`src/rtl/program_loader.sv`:
```
// program_loader: length-prefixed, checksummed byte-stream writer for a 16 x 8 program store with an async CPU read port.
module program_loader #(
    parameter int DEPTH = 16,
    parameter int AW    = 4
) (
    input  logic          clk_i,
    input  logic          reset_i,
    input  logic          start_i,
    input  logic          in_valid_i,
    input  logic [7:0]    in_data_i,
    output logic          in_ready_o,
    input  logic [AW-1:0] cpu_addr_i,
    output logic [7:0]    cpu_data_o,
    output logic          cpu_reset_o,
    output logic          busy_o,
    output logic          done_o,
    output logic          err_o,
    output logic [AW:0]   load_count_o
);
    typedef enum logic [2:0] {S_IDLE, S_LEN, S_DATA, S_CHK, S_DONE, S_ERR} state_t;

    localparam logic [7:0]    MAX_LEN = 8'(DEPTH);
    localparam logic [AW:0]   CNT_ONE = (AW+1)'(1);
    localparam logic [AW-1:0] PTR_ONE = AW'(1);

    state_t        state_q, state_d;
    logic [AW:0]   len_q, len_d;
    logic [AW:0]   cnt_q, cnt_d, cnt_inc;
    logic [AW-1:0] ptr_q, ptr_d;
    logic [7:0]    sum_q, sum_d;
    logic [7:0]    mem_q [DEPTH];
    logic          xfer, we;

    assign in_ready_o   = state_q inside {S_LEN, S_DATA, S_CHK};
    assign busy_o       = in_ready_o;
    assign done_o       = state_q == S_DONE;
    assign err_o        = state_q == S_ERR;
    assign cpu_reset_o  = state_q != S_DONE;
    assign load_count_o = cnt_q;
    assign cpu_data_o   = mem_q[cpu_addr_i];
    assign xfer         = in_valid_i & in_ready_o;
    assign cnt_inc      = cnt_q + CNT_ONE;

    always_comb begin
        state_d = state_q;
        len_d   = len_q;
        ptr_d   = ptr_q;
        sum_d   = sum_q;
        cnt_d   = cnt_q;
        we      = 1'b0;
        unique case (state_q)
            S_IDLE, S_DONE, S_ERR: if (start_i) begin
                state_d = S_LEN;
                ptr_d   = '0;
                sum_d   = '0;
                cnt_d   = '0;
            end
            S_LEN: if (xfer) begin
                state_d = (in_data_i != 8'd0 && in_data_i <= MAX_LEN) ? S_DATA : S_ERR;
                len_d   = in_data_i[AW:0];
            end
            S_DATA: if (xfer) begin
                we      = 1'b1;
                ptr_d   = ptr_q + PTR_ONE;
                sum_d   = sum_q + in_data_i;
                cnt_d   = cnt_inc;
                state_d = (cnt_inc == len_q) ? S_CHK : S_DATA;
            end
            S_CHK: if (xfer) state_d = (in_data_i == sum_q) ? S_DONE : S_ERR;
            default: state_d = S_IDLE;
        endcase
    end

    always_ff @(posedge clk_i) begin
        if (reset_i) begin
            state_q <= S_IDLE;
            len_q   <= '0;
            ptr_q   <= '0;
            sum_q   <= '0;
            cnt_q   <= '0;
        end else begin
            state_q <= state_d;
            len_q   <= len_d;
            ptr_q   <= ptr_d;
            sum_q   <= sum_d;
            cnt_q   <= cnt_d;
        end
    end

    // Memory is never cleared; reset only suppresses a write on its own edge.
    always_ff @(posedge clk_i) begin
        if (we && !reset_i) mem_q[ptr_q] <= in_data_i;
    end
endmodule

```
`config.mk`:
```
export PLATFORM = sky130hd
export DESIGN_NAME = program_loader
export DESIGN_NICKNAME = d
export VERILOG_FILES = /design/src/rtl/program_loader.sv
export SDC_FILE = /design/constraint.sdc
export NUM_CORES = 1
export LEC_CHECK = 0
export ABC_AREA = 1
export BUFFER_PORTS_ARGS = -buffer_cell sky130_fd_sc_hd__buf_2
export CORE_ASPECT_RATIO = 0.75
export CORE_MARGIN = 4
export CORE_UTILIZATION = 25
export CTS_CLUSTER_SIZE = 25
export DETAILED_ROUTE_END_ITERATION = 16
export HOLD_SLACK_MARGIN = 0.08
export PLACE_DENSITY = 0.47
export SLEW_MARGIN = 20
export SYNTH_ARGS = -nofsm -noshare
export SYNTH_HDL_FRONTEND = slang
export SYNTH_SLANG_ARGS = --single-unit
```
`constraint.sdc`:
```
create_clock -name clk_i -period 2.9 [get_ports clk_i]
set_input_delay 0.58 -clock clk_i [delete_from_list [all_inputs] [get_ports clk_i]]
set_output_delay 0.58 -clock clk_i [all_outputs]
set_load 0.05 [all_outputs]
```
[After elaboration in Yosys (flattened, before gate mapping)]
Memories as Yosys holds them, arrays and structs flattened.
Cells that the tools add are included.
Storage, ports and cells
  bits in latches: 0
  RAM bits: 128
  bits in registers: 25
  memories: 1
  word-level logic and storage cells: 55
  output and inout bits: 18
  input bits: 16
  ROM bits: 0
Memory list
  mem_q: depth 16, bits a word 8, read ports 1, clocked after memory_dff 0, wr ports 1, RTL line 31  | logic [7:0] mem_q [DEPTH];
Operators by class
  bitwise operators: 1
  divide/modulo/power cells: 0
  muxes and demuxes: 21
  add/sub/neg operators: 3
  $mul: 0
  shift-type cells: 0
  reduce and logical (&&, ||, !) cells: 11
  order comparisons: 1
  equality and inequality tests: 12
Operator list (number)
  $mux W8: 2
  $pmux W8 S2: 1
  $mux W3: 5
  $pmux W3 S4: 1
  $mux W5: 2
  $pmux W5 S2: 1
  $add A8 B8 Y8: 1
  $eq A8 B8 Y1: 1
  $le A8 B5 Y1 const B: 1
  $mux W4: 2
  $ne A2 B2 Y1 const B: 4
  $pmux W4 S2: 1
  $reduce_bool A8 Y1: 1
  $eq A3 B2 Y1 const B: 2
  $eq A3 B3 Y1 const B: 2
  $mux W1: 6
  $add A5 B1 Y5 const B: 1
  $eq A5 B5 Y1: 1
  $add A4 B1 Y4 const B: 1
  $reduce_and A4 Y1: 1
  $eq A3 B1 Y1 const B: 1
  $logic_not A3 Y1: 1
  $ne A3 B3 Y1 const B: 1
  $reduce_and A3 Y1: 1
  other kinds (7): 8

[Depth between registers and ports, before layout]
  depth after elaboration: 8
  gate-level depth with buffers: 11
  gate-level depth less buffers: 11

[Worst setup path after synthesis]
No wires, ideal clock.
  path kind: input port to output port
  from: input port cpu_addr_i[0]
  to: output port cpu_data_o[0]
  required time: 2320 ps
  path buffers: 3
  path slack: 481 ps
  data arrival time: 1839 ps
  stages: 8
  cells stage by stage: buf_2 buf_4 buf_2 a21oi_1 o21ai_0 o211ai_1 o211ai_1 nand2_1
Between the ends
  word-level cells in the longest chain between the ends: 1
RTL lines
  start: declaration: RTL line 12  | input logic [AW-1:0] cpu_addr_i,
  $mem_v2 Z16 W8
  end: declaration: RTL line 13  | output logic [7:0] cpu_data_o,
No other way between the ends.

[Worst setup path after layout]
  from: input port cpu_addr_i[0]
  to: output port cpu_data_o[7]
The elaborated chain is that of the path after synthesis.

==> impl_metrics.prom <==
# TYPE chip_impl_metric gauge
chip_impl_info{name="outcome",value="complete, no violations"} 1
chip_impl_metric{name="met2_length",unit="mm"} 7.47
chip_impl_metric{name="detailedRoute.firstPassIterationCount",unit=""} 5
chip_impl_info{name="end_kind",value="output pin"} 1
chip_impl_metric{name="synth_seq_area_share",unit="%"} 63.0
chip_impl_metric{name="grt_max_degree",unit=""} 48
chip_impl_metric{name="min_cycle_time_layout",unit="ns"} 2.65
chip_impl_metric{name="hold_viol",unit=""} 0
chip_impl_metric{name="cts.sink_count",unit=""} 153
chip_impl_metric{name="cts-resized-gates",unit=""} 0
chip_impl_metric{name="grt_overflow_total",unit=""} 0
chip_impl_metric{name="postSynthCellCount",unit=""} 619
chip_impl_metric{name="antenna_cells_inserted",unit=""} 0
chip_impl_metric{name="timing.setup.tns",unit="ns"} 0
chip_impl_info{name="worstPathCellList",value="buf_4 -> buf_4 -> mux2i_1 -> o211ai_1 -> nand3_1 -> nand2_1 -> buf_2"} 1
chip_impl_metric{name="place_congestion",unit=""} 0.764
chip_impl_metric{name="clockBufferDepth",unit=""} 2
chip_impl_metric{name="dpl.cell_count",unit=""} 1011
chip_impl_metric{name="post_drt_via_cell_ratio",unit=""} 4.53
chip_impl_metric{name="io_pins",unit=""} 34
chip_impl_metric{name="mappedNetlistNets",unit=""} 648
chip_impl_metric{name="synth_top_cell_area_share",unit="%"} 55.7
chip_impl_metric{name="synthesis.area",unit="mm2"} 0.00690
chip_impl_metric{name="violation_count_after_the_first_detailed_routing_iteration",unit=""} 407
chip_impl_metric{name="max-slew-margin-rel",unit="%"} 63.4
chip_impl_metric{name="route.detailed.wl_per_inst",unit="um"} 17.8
chip_impl_metric{name="first_global_vias",unit=""} 4612
chip_impl_metric{name="fp.coreArea",unit="mm2"} 0.0271
chip_impl_metric{name="die_height",unit="um"} 152
chip_impl_metric{name="route.layer.met1.wl",unit="mm"} 10.1
chip_impl_metric{name="drv.max_cap_violation_count",unit=""} 0
chip_impl_metric{name="cts-buffers-inserted",unit=""} 17
chip_impl_metric{name="powerDensity",unit="mW/mm2"} 609
chip_impl_metric{name="antenna_violations_before_repair",unit=""} 0
chip_impl_metric{name="leakagePower",unit="uW"} 0.00317
chip_impl_info{name="routed.top_layer",value="met4"} 1
chip_impl_info{name="clockRootBuffer",value="sky130_fd_sc_hd__clkbuf_16"} 1
chip_impl_info{name="tritoncts_clock_tree",value="yes"} 1
chip_impl_metric{name="final_layout_size_suffix_gt1_share",unit="%"} 16.9
chip_impl_metric{name="drc",unit=""} 0
chip_impl_metric{name="cts-hold-fix-buffers",unit=""} 0
chip_impl_metric{name="cts.reportedPaths.clkPinSlew",unit="ns"} 0.07
chip_impl_metric{name="numPortBuffers",unit=""} 33
chip_impl_metric{name="fill_cells",unit=""} 2762
chip_impl_metric{name="postSynthAreaPerCell",unit="um2"} 11.1
chip_impl_metric{name="detail-route-antenna-nets",unit=""} 0
chip_impl_metric{name="route.met3.wl",unit="um"} 861
chip_impl_metric{name="required",unit="ns"} 2.32
chip_impl_info{name="cp_slowest_cell",value="sky130_fd_sc_hd__buf_4"} 1
chip_impl_metric{name="maxClockFrequency",unit="MHz"} 377
chip_impl_metric{name="timing.final.max_slew_violations",unit=""} 0
chip_impl_metric{name="timing.clock.skew",unit="ns"} 0.0230
chip_impl_metric{name="crit_path_max_fanout",unit=""} 27
chip_impl_info{name="rsz0062_at_grt",value="false"} 1
chip_impl_metric{name="design.final.nets",unit=""} 708
chip_impl_metric{name="worst_skew_pair.late_latency",unit="ns"} 0.44
chip_impl_metric{name="cts_max_level",unit=""} 4
chip_impl_metric{name="post-route-period-util",unit="%"} 91.5
chip_impl_info{name="worst_setup_path_start_kind",value="primary input"} 1
chip_impl_metric{name="yosys_register_bits",unit=""} 153
chip_impl_metric{name="slowest_delay",unit="ns"} 0.33
chip_impl_info{name="synth_top_cells_by_area",value="sky130_fd_sc_hd__edfxtp_1, sky130_fd_sc_hd__dfxtp_1, sky130_fd_sc_hd__mux2i_1"} 1
chip_impl_metric{name="setup-violations-final",unit=""} 0
chip_impl_metric{name="area_growth_syn_to_layout",unit="%"} 20.0
chip_impl_metric{name="all_layer_gr_usage",unit="%"} 12.7
chip_impl_info{name="min_path_type",value="reg -> reg"} 1
chip_impl_metric{name="finalNonFillerCells",unit=""} 1043
chip_impl_metric{name="die_area",unit="mm2"} 0.0303
chip_impl_metric{name="postCtsSetupBuffers",unit=""} 0
chip_impl_metric{name="vias",unit=""} 4729
chip_impl_metric{name="floorplan.initialDensity",unit="%"} 25.5
chip_impl_info{name="cell_type_with_the_highest_aggregate_area_in_the_netlist",value="sky130_fd_sc_hd__edfxtp_1"} 1
chip_impl_metric{name="tightest_slew",unit="ns"} 0.549
chip_impl_metric{name="die_w",unit="um"} 200
chip_impl_metric{name="std_cell_rows",unit=""} 52
chip_impl_metric{name="ir_drop",unit="V"} 0.000357
chip_impl_info{name="cpLargestDelayFamily",value="buffers and inverters"} 1
chip_impl_metric{name="global_route_wire_length_before_repair",unit="mm"} 28.9
chip_impl_info{name="worstSetupPathType",value="in -> out"} 1
chip_impl_metric{name="post_synth_num_cell_types",unit=""} 35
chip_impl_metric{name="worstPathBufferInverterCount",unit=""} 3
chip_impl_metric{name="routed_wl",unit="mm"} 18.6
chip_impl_metric{name="timing.critical_path.arrival",unit="ns"} 2.07
chip_impl_metric{name="dp_hpwl",unit="mm"} 12.8
chip_impl_metric{name="synthesis.yosys.warnings",unit=""} 0
chip_impl_info{name="cp_common_cell",value="sky130_fd_sc_hd__buf_4"} 1
area by class of cell:
cell class	instances	area (um2)	share of cell area (%)
sequential	153	4340	52.5
multi-input combinational	362	2140	25.8
timing repair buffer	68	455	5.51
tap	351	439	5.31
clock buffer	17	425	5.14
inverter	77	292	3.52
clock inverter	15	180	2.18
per-layer routing:
| metal | GRT usage (%) | vias to the layer above |
|---|---|---|
| met5 | 0 | - |
| met4 | 3.01 | 0 |
| met3 | 2.48 | 9 |
| met2 | 16.6 | 111 |
| met1 | 21.1 | 2291 |
| li1 | - | 2318 |
worst paths after layout:
check / startpoint / end / slack (ns) / depth (start not counted)
max: cpu_addr_i[0] / cpu_data_o[7] / 0.25 / 7
min: sum_q[6]$_SDFFE_PP0P_ / sum_q[6]$_SDFFE_PP0P_ / 0.47 / 2
max reg2reg: state_q[1]$_SDFFE_PP0P_ / mem_q[9][1]$_DFFE_PP_ / 0.75 / 9
min reg2reg: sum_q[6]$_SDFFE_PP0P_ / sum_q[6]$_SDFFE_PP0P_ / 0.47 / 2
stage by stage:
stage / total power [uW] / instance area (um2) / hold WS, ns / utilization [%] / setup WS [ns]
4_1_cts: 5100 / 8270 / 0.472 / 30.6 / 0.232
6_report: 5040 / 8270 / 0.470 / 30.6 / 0.248
3_5_place_dp: 2870 / 7670 / 0.462 / 28.3 / 0.231
2_1_floorplan: 2710 / 6900 / 0.444 / - / 0.481
3_3_place_gp: 2870 / 7670 / 0.458 / 28.3 / 0.238
5_1_grt: 5240 / 8270 / 0.493 / 30.6 / 0.134
cells by family (layout without fill, tap and decap cells):
family	Yosys count	after routing	synth area share (%)
muxes	32	32	4.64
DFF	153	153	63.0
xor gates and xnor gates	2	2	0.254
and+or+nand+nor	170	170	11.8
AOI/OAI and AO/OA	145	145	11.8
adders and majority gates	13	13	2.47
buffers and inverters	104	177	6.02
flip-flops by register name, indices dropped and copies added (netlist names):
name	flops
mem_q	128
sum_q	8
len_q	5
load_count_o	5
ptr_q	4
state_q	3
where the power goes:
| group | total [uW] | internal, uW | switching, uW | leakage [uW] |
|---|---|---|---|---|
| logic | 420 | 114 | 306 | 0.00153 |
| registers | 2390 | 2390 | 8.64 | 0.00135 |
| clock network | 2230 | 1170 | 1060 | 0.000292 |
worst reg2reg max path: stages (launching register included):
cell	delay, ns
sky130_fd_sc_hd__dfxtp_1	0.44
sky130_fd_sc_hd__nand2_2	0.11
sky130_fd_sc_hd__nor2_2	0.26
sky130_fd_sc_hd__inv_1	0.20
sky130_fd_sc_hd__nor2_8	0.16
sky130_fd_sc_hd__inv_4	0.06
sky130_fd_sc_hd__nor2_8	0.15
sky130_fd_sc_hd__nand2_4	0.08
sky130_fd_sc_hd__nor2_1	0.18
sky130_fd_sc_hd__buf_4	0.20
placed cells by master (no fill, tap or decap), drive strengths merged:
cell type  Yosys  layout
nor3           2       2
nand3b         1       1
nor2          32      32
nand2         84      84
nand4         10      10
a21boi         2       2
a21oi         61      61
ha            12      12
fa             1       1
inv           76      83
dfxtp         25      25
o21bai         1       1
clkinv         1       8
o21ai         49      49
nand3         40      40
or2            1       1
mux2i         32      32
clkbuf        16      17
buf           11      68
xor2           2       2
edfxtp       128     128
o211ai        32      32
clkinvlp       0       1
Yosys cell counts (all sizes together):
cell type,number
a21oi,61
xor2,2
clkbuf,16
o21bai,1
mux2i,32
nand2,84
dfxtp,25
nand4,10
nand3,40
nor2,32
a21boi,2
nand3b,1
or2,1
ha,12
nor3,2
o211ai,32
o21ai,49
buf,11
fa,1
clkinv,1
inv,76
edfxtp,128
Power figures use the tool's default switching activity.
